**src/rtl/alu_multicycle.sv**
```systemverilog
// alu_multicycle: single-issue ALU with flags and an iterative shift-add multiplier.
//
// Ports
//   clk           rising-edge clock
//   reset         asynchronous active-low reset
//   in_valid      operation request
//   in_ready      request can be accepted this cycle (low while multiplying)
//   data1, data2  WIDTH-bit operands
//   operation     5-bit opcode
//   set_flags     update flags from this operation
//   out_valid     one-cycle pulse: result/result_write valid
//   result        registered result, held between pulses
//   result_write  result targets a register (0 for TST/TEQ/CMP/CMN/undefined)
//   flags         {V, N, C, Z}
module alu_multicycle #(
  parameter int WIDTH  = 32,
  parameter bit MUL_EN = 1'b1
) (
  input  logic             clk,
  input  logic             reset,
  input  logic             in_valid,
  output logic             in_ready,
  input  logic [WIDTH-1:0] data1,
  input  logic [WIDTH-1:0] data2,
  input  logic [4:0]       operation,
  input  logic             set_flags,
  output logic             out_valid,
  output logic [WIDTH-1:0] result,
  output logic             result_write,
  output logic [3:0]       flags
);

  localparam int CW = $clog2(WIDTH + 1);

  localparam logic [4:0] OP_AND = 5'b00000, OP_EOR = 5'b00001, OP_SUB = 5'b00010,
                         OP_RSB = 5'b00011, OP_ADD = 5'b00100, OP_ADC = 5'b00101,
                         OP_SBC = 5'b00110, OP_RSC = 5'b00111, OP_TST = 5'b01000,
                         OP_TEQ = 5'b01001, OP_CMP = 5'b01010, OP_CMN = 5'b01011,
                         OP_ORR = 5'b01100, OP_MOV = 5'b01101, OP_BIC = 5'b01110,
                         OP_MVN = 5'b01111, OP_MUL = 5'b10000;

  typedef enum logic [1:0] {S_IDLE, S_MUL, S_DONE} state_t;

  state_t           state_q, state_d;
  logic [CW-1:0]    cnt_q, cnt_d;
  logic [WIDTH-1:0] mul_a_q, mul_a_d;
  logic [WIDTH-1:0] mul_b_q, mul_b_d;
  logic [WIDTH-1:0] acc_q, acc_d;
  logic             mul_sf_q, mul_sf_d;
  logic [WIDTH-1:0] result_q, result_d;
  logic             result_write_q, result_write_d;
  logic [3:0]       flags_q, flags_d;

  // Shared adder: every add/subtract variant is x + y + cin, with subtraction
  // done by inverting the subtrahend so the carry-out is NOT borrow.
  logic [WIDTH-1:0] add_x, add_y;
  logic             add_cin;
  logic [WIDTH:0]   add_sum;
  logic             add_v;

  always_comb begin
    add_x   = data1;
    add_y   = data2;
    add_cin = 1'b0;
    case (operation)
      OP_SUB, OP_CMP: begin add_y = ~data2; add_cin = 1'b1; end
      OP_SBC:         begin add_y = ~data2; add_cin = flags_q[1]; end
      OP_RSB:         begin add_x = data2; add_y = ~data1; add_cin = 1'b1; end
      OP_RSC:         begin add_x = data2; add_y = ~data1; add_cin = flags_q[1]; end
      OP_ADC:         add_cin = flags_q[1];
      default:        ;
    endcase
  end

  assign add_sum = {1'b0, add_x} + {1'b0, add_y} + {{WIDTH{1'b0}}, add_cin};
  assign add_v   = (add_x[WIDTH-1] == add_y[WIDTH-1]) &&
                   (add_sum[WIDTH-1] != add_x[WIDTH-1]);

  logic [WIDTH-1:0] alu_res;
  logic             alu_write, alu_arith, alu_logic, alu_test;
  logic [3:0]       alu_flags;
  logic             alu_upd;

  always_comb begin
    alu_res   = '0;
    alu_write = 1'b1;
    alu_arith = 1'b0;
    alu_logic = 1'b0;
    alu_test  = 1'b0;
    case (operation)
      OP_AND: begin alu_res = data1 & data2;  alu_logic = 1'b1; end
      OP_EOR: begin alu_res = data1 ^ data2;  alu_logic = 1'b1; end
      OP_ORR: begin alu_res = data1 | data2;  alu_logic = 1'b1; end
      OP_MOV: begin alu_res = data2;          alu_logic = 1'b1; end
      OP_BIC: begin alu_res = data1 & ~data2; alu_logic = 1'b1; end
      OP_MVN: begin alu_res = ~data2;         alu_logic = 1'b1; end
      OP_TST: begin alu_res = data1 & data2;  alu_logic = 1'b1; alu_write = 1'b0; alu_test = 1'b1; end
      OP_TEQ: begin alu_res = data1 ^ data2;  alu_logic = 1'b1; alu_write = 1'b0; alu_test = 1'b1; end
      OP_ADD, OP_ADC, OP_SUB, OP_SBC, OP_RSB, OP_RSC: begin
        alu_res = add_sum[WIDTH-1:0]; alu_arith = 1'b1;
      end
      OP_CMP, OP_CMN: begin
        alu_res = add_sum[WIDTH-1:0]; alu_arith = 1'b1; alu_write = 1'b0; alu_test = 1'b1;
      end
      default: alu_write = 1'b0;
    endcase

    if (alu_arith)
      alu_flags = {add_v, alu_res[WIDTH-1], add_sum[WIDTH], alu_res == '0};
    else
      alu_flags = {flags_q[3], alu_res[WIDTH-1], flags_q[1], alu_res == '0};
    alu_upd = (alu_arith || alu_logic) && (set_flags || alu_test);
  end

  logic             is_mul;
  logic [WIDTH-1:0] mul_sum;

  assign is_mul  = MUL_EN && (operation == OP_MUL);
  assign mul_sum = acc_q + (mul_b_q[0] ? mul_a_q : '0);

  always_comb begin
    state_d        = state_q;
    cnt_d          = cnt_q;
    mul_a_d        = mul_a_q;
    mul_b_d        = mul_b_q;
    acc_d          = acc_q;
    mul_sf_d       = mul_sf_q;
    result_d       = result_q;
    result_write_d = result_write_q;
    flags_d        = flags_q;
    case (state_q)
      S_MUL: begin
        acc_d   = mul_sum;
        mul_a_d = mul_a_q << 1;
        mul_b_d = mul_b_q >> 1;
        cnt_d   = cnt_q - CW'(1);
        if (cnt_q == CW'(1)) begin
          state_d        = S_DONE;
          result_d       = mul_sum;
          result_write_d = 1'b1;
          if (mul_sf_q)
            flags_d = {flags_q[3], mul_sum[WIDTH-1], flags_q[1], mul_sum == '0};
        end
      end
      default: begin
        // IDLE and DONE both accept; in_ready is high in both.
        state_d = S_IDLE;
        if (in_valid) begin
          if (is_mul) begin
            state_d  = S_MUL;
            cnt_d    = CW'(WIDTH);
            mul_a_d  = data1;
            mul_b_d  = data2;
            acc_d    = '0;
            mul_sf_d = set_flags;
          end else begin
            state_d        = S_DONE;
            result_d       = alu_res;
            result_write_d = alu_write;
            if (alu_upd) flags_d = alu_flags;
          end
        end
      end
    endcase
  end

  always_ff @(posedge clk or negedge reset) begin
    if (!reset) begin
      state_q        <= S_IDLE;
      cnt_q          <= '0;
      mul_a_q        <= '0;
      mul_b_q        <= '0;
      acc_q          <= '0;
      mul_sf_q       <= 1'b0;
      result_q       <= '0;
      result_write_q <= 1'b0;
      flags_q        <= 4'b0000;
    end else begin
      state_q        <= state_d;
      cnt_q          <= cnt_d;
      mul_a_q        <= mul_a_d;
      mul_b_q        <= mul_b_d;
      acc_q          <= acc_d;
      mul_sf_q       <= mul_sf_d;
      result_q       <= result_d;
      result_write_q <= result_write_d;
      flags_q        <= flags_d;
    end
  end

  assign in_ready     = (state_q != S_MUL);
  assign out_valid    = (state_q == S_DONE);
  assign result       = result_q;
  assign result_write = result_write_q;
  assign flags        = flags_q;

endmodule
```
**config.mk**
```make
export PLATFORM = sky130hd
export DESIGN_NAME = alu_multicycle
export DESIGN_NICKNAME = d
export VERILOG_FILES = /design/src/rtl/alu_multicycle.sv
export SDC_FILE = /design/constraint.sdc
export NUM_CORES = 1
export LEC_CHECK = 0
export CORE_MARGIN = 4
export CORE_UTILIZATION = 50
export CTS_CLUSTER_SIZE = 12
export DETAILED_ROUTE_END_ITERATION = 8
export HOLD_SLACK_MARGIN = 0.15
export PLACE_DENSITY = 0.78
export SYNTH_ARGS = -nofsm -noshare
export SYNTH_HDL_FRONTEND = slang
export SYNTH_SLANG_ARGS = --single-unit
```
**constraint.sdc**
```tcl
create_clock -name clk -period 6.5 [get_ports clk]
set_clock_uncertainty 0.2 [all_clocks]
set_input_delay 0.65 -clock clk [delete_from_list [all_inputs] [get_ports clk]]
set_output_delay 0.65 -clock clk [all_outputs]
set_load 0.01 [all_outputs]
```
==> results.py, run 1 <==
metrics = {
    "sta": {
        "setup_violations": 0,
        "drv_slew": 0,
        "rsz0062_at_grt": "false",
        "slew_headroom_pct": 25.5,
        "fin_crit_sh_pct": 86.9,
        "setup_tns_ns": 0,
        "fin_crit_ns": 5.65,
        "tightest_slew_ns": 1.12,
        "hold_viol": 0,
        "whs_ns": 0.105,
        "fmax_mhz": 177,
    },
    "setup_path": {
        "critPathCaptureType": "register",
        "crit_family": "compound AO/OA/AOI/OAI gates",
        "cp_slowest_cell": "clkdlybuf4s50_1",
        "worst_path_largest_cell_delay_ns": 0.67,
        "critPathBufInv": 2,
        "criticalPathCategory": "in2reg",
        "reg2reg_depth": 14,
        "cp.depth": 19,
        "cp-start-kind": "input pin",
        "path_cells": "clkdlybuf4s50_1, nor2b_1, nand3b_1, buf_4, nand2_1, o21ai_0, fa_1, fa_1, a21o_1, a221o_1, and4_1, o31ai_2, a2111oi_1, o31ai_1, o311ai_1, a2111oi_0, nand4_1, o31ai_1, a31o_1",
        "required_ns": 6.66,
        "worstPathArrival_ns": 5.81,
        "cp_max_fo": 16,
    },
    "synthesis": {
        "avgSynthCellArea_um2": 7.28,
        "yosysTopAreaCellShare_pct": 26.9,
        "yosys_warnings": 0,
        "synth-xor-area-share_pct": 4.84,
        "synth_top_family_by_area": "compound AO/OA/AOI/OAI gates",
        "ys_seq_area_share_pct": 26.9,
        "muxShareOfSynthArea_pct": 2.06,
        "synth_edf_count": 0,
        "netlist_area_mm2": 0.0132,
        "synth_common_cells": "nand2_1, o21ai_0, nor2_1, dfrtp_1, a21oi_1",
        "async_flop_share_pct": 100,
        "synthFlopType": "dfrtp_1",
        "synth_cells": 1815,
        "synth.area.top_cells": "dfrtp_1, ha_1, nand2_1",
        "synth_simple_gate_area_share_pct": 22.6,
        "synth_nets": 1987,
        "synthAdderAreaFrac_pct": 9.55,
        "synth_most_common_cell": "nand2_1",
        "yosysTopAreaCell": "dfrtp_1",
        "ys_seq_elements": 142,
        "yosysUniqueCellTypes": 75,
        "synth_compound_area_share_pct": 27.9,
    },
    "clock_tree": {
        "clockBufferDepth": 2,
        "post_cts_resized": 0,
        "clk_pin_slew_ns": 0.07,
        "postCtsHoldBufs": 0,
        "cts-buffers-inserted": 17,
        "htreeDepth": 4,
        "root_buffer": "clkbuf_16",
        "cts_tree": "done",
        "clock_sinks": 142,
        "clk_latency_ns": 0.44,
        "cts_setup_buffers": 0,
    },
    "place": {
        "port_buffers": 111,
        "place_hpwl_um": 30900,
        "dp.cells": 2159,
        "gp_congestion": 0.998,
    },
    "detailed_routing": {
        "drc": 0,
        "wl_per_cell_um": 19.4,
        "routed_wl_um": 42500,
        "drtIter0Drc": 1550,
        "vias_per_cell": 6.21,
        "first_pass_iters": 5,
        "postRouteAntennaNets": 0,
        "vias": 13616,
    },
    "finish": {
        "drive_above_1_share_pct": 4.58,
        "instances_no_fill": 2191,
        "multi_input_area_mm2": 0.00889,
        "syn_to_final_growth_pct": 14.1,
        "diodes": 0,
        "seq_area_mm2": 0.00355,
        "nNetsFinal": 2015,
        "fill_cells": 2406,
    },
    "min_path": {
        "hp-class": "in2async",
    },
    "floorplan": {
        "fp.dieW_um": 171,
        "core.rowCount": 59,
        "core_area_mm2": 0.0261,
        "fp.dieH_um": 171,
        "die_area_mm2": 0.0291,
        "start_util_pct": 50.7,
        "boundaryPins": 112,
    },
    "pwr": {
        "power_density_mw_per_mm2": 340,
        "p_total_mw": 5.13,
        "vdd_drop_max_v": 0.000175,
        "power.leakage_nw": 6.72,
    },
    "grt": {
        "grt_overflow_total": 0,
        "grt_pass1_vias": 12421,
        "grt_pass1_wl_um": 67600,
        "track_usage_pct": 28.8,
        "grt_max_degree": 110,
        "antenna_found_initial": 0,
    },
    "job": {
        "cap_violations": 0,
    },
    "status": {
        "status": "complete, no violations",
    },
}
==> flip-flops by register name (all words and copies together), names as in the netlist <==
register      count
acc_q            32
cnt_q             6
state_q           2
mul_b_q          32
result_write      1
result           32
mul_sf_q          1
mul_a_q          32
flags             4
==> report_power, final <==
part           switching, mW  internal, mW
Clock                  0.479         0.550
Sequential             0.214          1.18
Combinational           1.62          1.08
Total                   2.31          2.81
==> final cells by class <==
cell class              count  share of cell area (%)
clock inverters            15                    1.10
multi-input cells        1457                    58.9
clock buffers              17                    2.82
inverters                  91                    2.30
well taps                 335                    2.78
repair buffers            134                    8.49
flip-flops and latches    142                    23.6
==> worst paths after layout <==
path	to	slack, ns	from
setup / recovery	flags[0]	0.85	operation[0]
hold / removal	acc_q[24]	0.10	reset
setup reg to reg	flags[0]	1.53	mul_b_q[0]
hold reg to reg	cnt_q[5]	0.30	cnt_q[5]
max in group asynchronous	mul_a_q[20]	4.70	reset
min in group clk	cnt_q[5]	0.30	cnt_q[5]
==> logic make-up after synthesis <==
logic type,after synthesis
XOR/XNOR,73
AO/OA/AOI/OAI,597
buffers and inverters,216
adder cells (fa/ha/maj),99
flip-flops,142
AND/OR/NAND/NOR,662
multiplexers,26
==> metal layers <==
layer | GRT usage, % | vias to the layer above | share of wire [%]
li1 | - | 6546 | -
met1 | 43.7 | 6434 | 46
met2 | 42.9 | 583 | 43
met3 | 4.14 | 53 | 8.5
met4 | 7.53 | 0 | 2.0
met5 | 0 | - | 0
==> layout by cell type (no fill, tap or decap), types with 9 or more instances in the layout <==
| cell type | instances |
|---|---|
| a2111oi_0 | 9 |
| or3_1 | 11 |
| nand4_1 | 22 |
| and3_1 | 14 |
| xnor2_1 | 22 |
| xor2_1 | 51 |
| a21o_1 | 30 |
| a21oi_1 | 115 |
| mux2i_1 | 16 |
| inv_1 | 90 |
| a211oi_1 | 12 |
| buf_4 | 23 |
| o211ai_1 | 10 |
| nand2b_1 | 13 |
| and2_1 | 40 |
| clkdlybuf4s50_1 | 109 |
| mux2_2 | 10 |
| nand3_1 | 51 |
| nor2_1 | 148 |
| nand2_1 | 303 |
| ha_1 | 96 |
| o31ai_1 | 11 |
| o21a_1 | 11 |
| o221ai_1 | 16 |
| a31oi_1 | 70 |
| clkbuf_16 | 17 |
| o21ai_0 | 215 |
| nor3_1 | 14 |
| dfrtp_1 | 142 |
| o21bai_1 | 9 |
| a22oi_1 | 24 |
==> metrics by stage <==
| stage | utilization (%) | worst slack [ns] | area, um2 |
|---|---|---|---|
| final | 57.9 | 0.850 | 15100 |
| after floorplan | - | 0.404 | 13200 |
| after detailed placement | 55.6 | 0.462 | 14500 |
| after global placement | 55.6 | 0.584 | 14500 |
| after CTS | 57.9 | 0.920 | 15100 |
| after global routing | 57.9 | 0.482 | 15100 |
No activity file was read; power rests on OpenSTA's default activity.
==> run 2: changes to the inputs <==
==> constraint.sdc (replaced) <==
create_clock -name clk -period 6.5 [get_ports clk]
set_clock_uncertainty 0.2 [all_clocks]
set_input_delay 1.3 -clock clk [delete_from_list [all_inputs] [get_ports clk]]
set_output_delay 1.3 -clock clk [all_outputs]
set_load 0.01 [all_outputs]
==> results.py, run 2 (same netlist as run 1, synthesis figures left out) <==
metrics = {
    "clock_tree": {
        "clock_sinks": 142,
        "post_cts_resized": 0,
        "cts_tree": "done",
        "root_buffer": "clkbuf_16",
        "postCtsHoldBufs": 0,
        "cts-buffers-inserted": 17,
        "clk_latency_ns": 0.44,
        "cts_setup_buffers": 0,
        "clk_pin_slew_ns": 0.07,
        "clockBufferDepth": 2,
        "htreeDepth": 4,
    },
    "job": {
        "cap_violations": 0,
    },
    "grt": {
        "track_usage_pct": 29.2,
        "grt_pass1_vias": 12701,
        "antenna_found_initial": 0,
        "grt_overflow_total": 0,
        "grt_max_degree": 127,
        "grt_pass1_wl_um": 68900,
    },
    "finish": {
        "diodes": 0,
        "design_area_mm2": 0.0155,
        "fin_util_pct": 59.3,
        "layout_commonest_cell": "nand2_1",
        "nNetsFinal": 2062,
        "instances_no_fill": 2238,
        "drive_above_1_share_pct": 6.94,
        "syn_to_final_growth_pct": 17.0,
        "final_cell_mix": "nand2_1, o21ai_0, nor2_1",
    },
    "place": {
        "port_buffers": 111,
        "place_hpwl_um": 31900,
        "dp.cells": 2206,
        "gp_congestion": 0.991,
        "place_area_mm2": 0.0148,
    },
    "status": {
        "status": "complete, no violations",
    },
    "setup_path": {
        "criticalPathCategory": "in2reg",
        "required_ns": 6.66,
        "worst_path_largest_cell_delay_ns": 0.54,
        "cp_slowest_cell": "clkdlybuf4s50_1",
        "cp_max_fo": 5,
        "worstPathArrival_ns": 6.28,
        "cp-start-kind": "input pin",
        "path_cells": "clkdlybuf4s50_1, nor2b_1, nand3b_1, nand2_1, nand2_1, o21ai_0, o21ai_0, fa_1, fa_1, a21o_1, a221o_1, and4_1, o31ai_2, a2111oi_1, buf_4, o31ai_1, o311ai_1, a2111oi_0, nand4_1, o31ai_1, a31o_1",
        "critPathCaptureType": "register",
        "r2r_setup_slack_ns": 1.53,
    },
    "sta": {
        "whs_ns": 0.274,
        "fin_crit_ns": 6.12,
        "fmax_mhz": 163,
        "rsz0062_at_grt": "false",
        "drv_slew": 0,
        "hold_viol": 0,
        "tightest_slew_ns": 1.16,
        "setup_tns_ns": 0,
        "setup_violations": 0,
        "fin_crit_sh_pct": 94.1,
        "slew_headroom_pct": 22.3,
    },
    "floorplan": {
        "die_area_mm2": 0.0291,
        "fp.dieH_um": 171,
        "core_area_mm2": 0.0261,
        "start_util_pct": 50.7,
        "fp.dieW_um": 171,
        "boundaryPins": 112,
        "core.rowCount": 59,
    },
    "detailed_routing": {
        "routed_wl_um": 43100,
        "vias": 13895,
        "first_pass_iters": 5,
        "vias_per_cell": 6.21,
        "drtIter0Drc": 1372,
        "drc": 0,
        "postRouteAntennaNets": 0,
        "wl_per_cell_um": 19.2,
    },
    "pwr": {
        "vdd_drop_max_v": 0.000168,
        "power_density_mw_per_mm2": 338,
        "power.leakage_nw": 6.96,
    },
    "min_path": {
        "hp-class": "reg2reg",
    },
}
==> run 2: final timing paths <==
check,from,endpoint,depth (start not counted)
worst max register to register,mul_b_q[0],flags[0],14
worst min register to register,cnt_q[5],cnt_q[5],1
worst min-delay path,cnt_q[5],cnt_q[5],1
min in group asynchronous,reset,acc_q[26],1
max in group asynchronous,reset,mul_b_q[12],2
worst max-delay path,operation[0],flags[0],21
==> run 2: report_power, final <==
part | internal (mW) | leakage (nW) | switching (mW)
sequential | 1.18 | 1.68 | 0.210
combinational | 1.12 | 4.97 | 1.64
clock | 0.589 | 0.302 | 0.478
total | 2.89 | 6.96 | 2.33
==> run 2: layout make-up <==
cell class	count	area, um2
Multi-Input combinational cell	1457	8890
Timing Repair Buffer	181	1630
Tap cell	335	419
Clock buffer	17	425
Fill cell	2383	10600
Clock inverter	15	198
Inverter	91	347
Sequential cell	142	3550
==> run 2: worst max-delay path, delay by kind of cell <==
kind / cells / cell delay [ns]
AO/OA/AOI/OAI: 11 / 2.51
AND/OR/NAND/NOR: 6 / 0.93
buffers and inverters: 2 / 0.70
adder cells (fa/ha/maj): 2 / 0.86
==> run 2: through the flow <==
stage / worst slack [ns] / power [mW]
after floorplan: 0.0607 / 3.28
after global placement: 0.183 / 4.03
after detailed placement: 0.0559 / 4.09
after CTS: 0.466 / 5.18
after global routing: 0.0220 / 5.60
final: 0.384 / 5.22
==> run 2: routing by layer <==
metal / vias up / GRT usage (%) / part of all wire (%)
li1: 6634 / - / -
met1: 6562 / 43.8 / 46
met2: 626 / 44.2 / 44
met3: 73 / 4.94 / 8.5
met4: 0 / 7.01 / 2.1
met5: - / 0 / 0
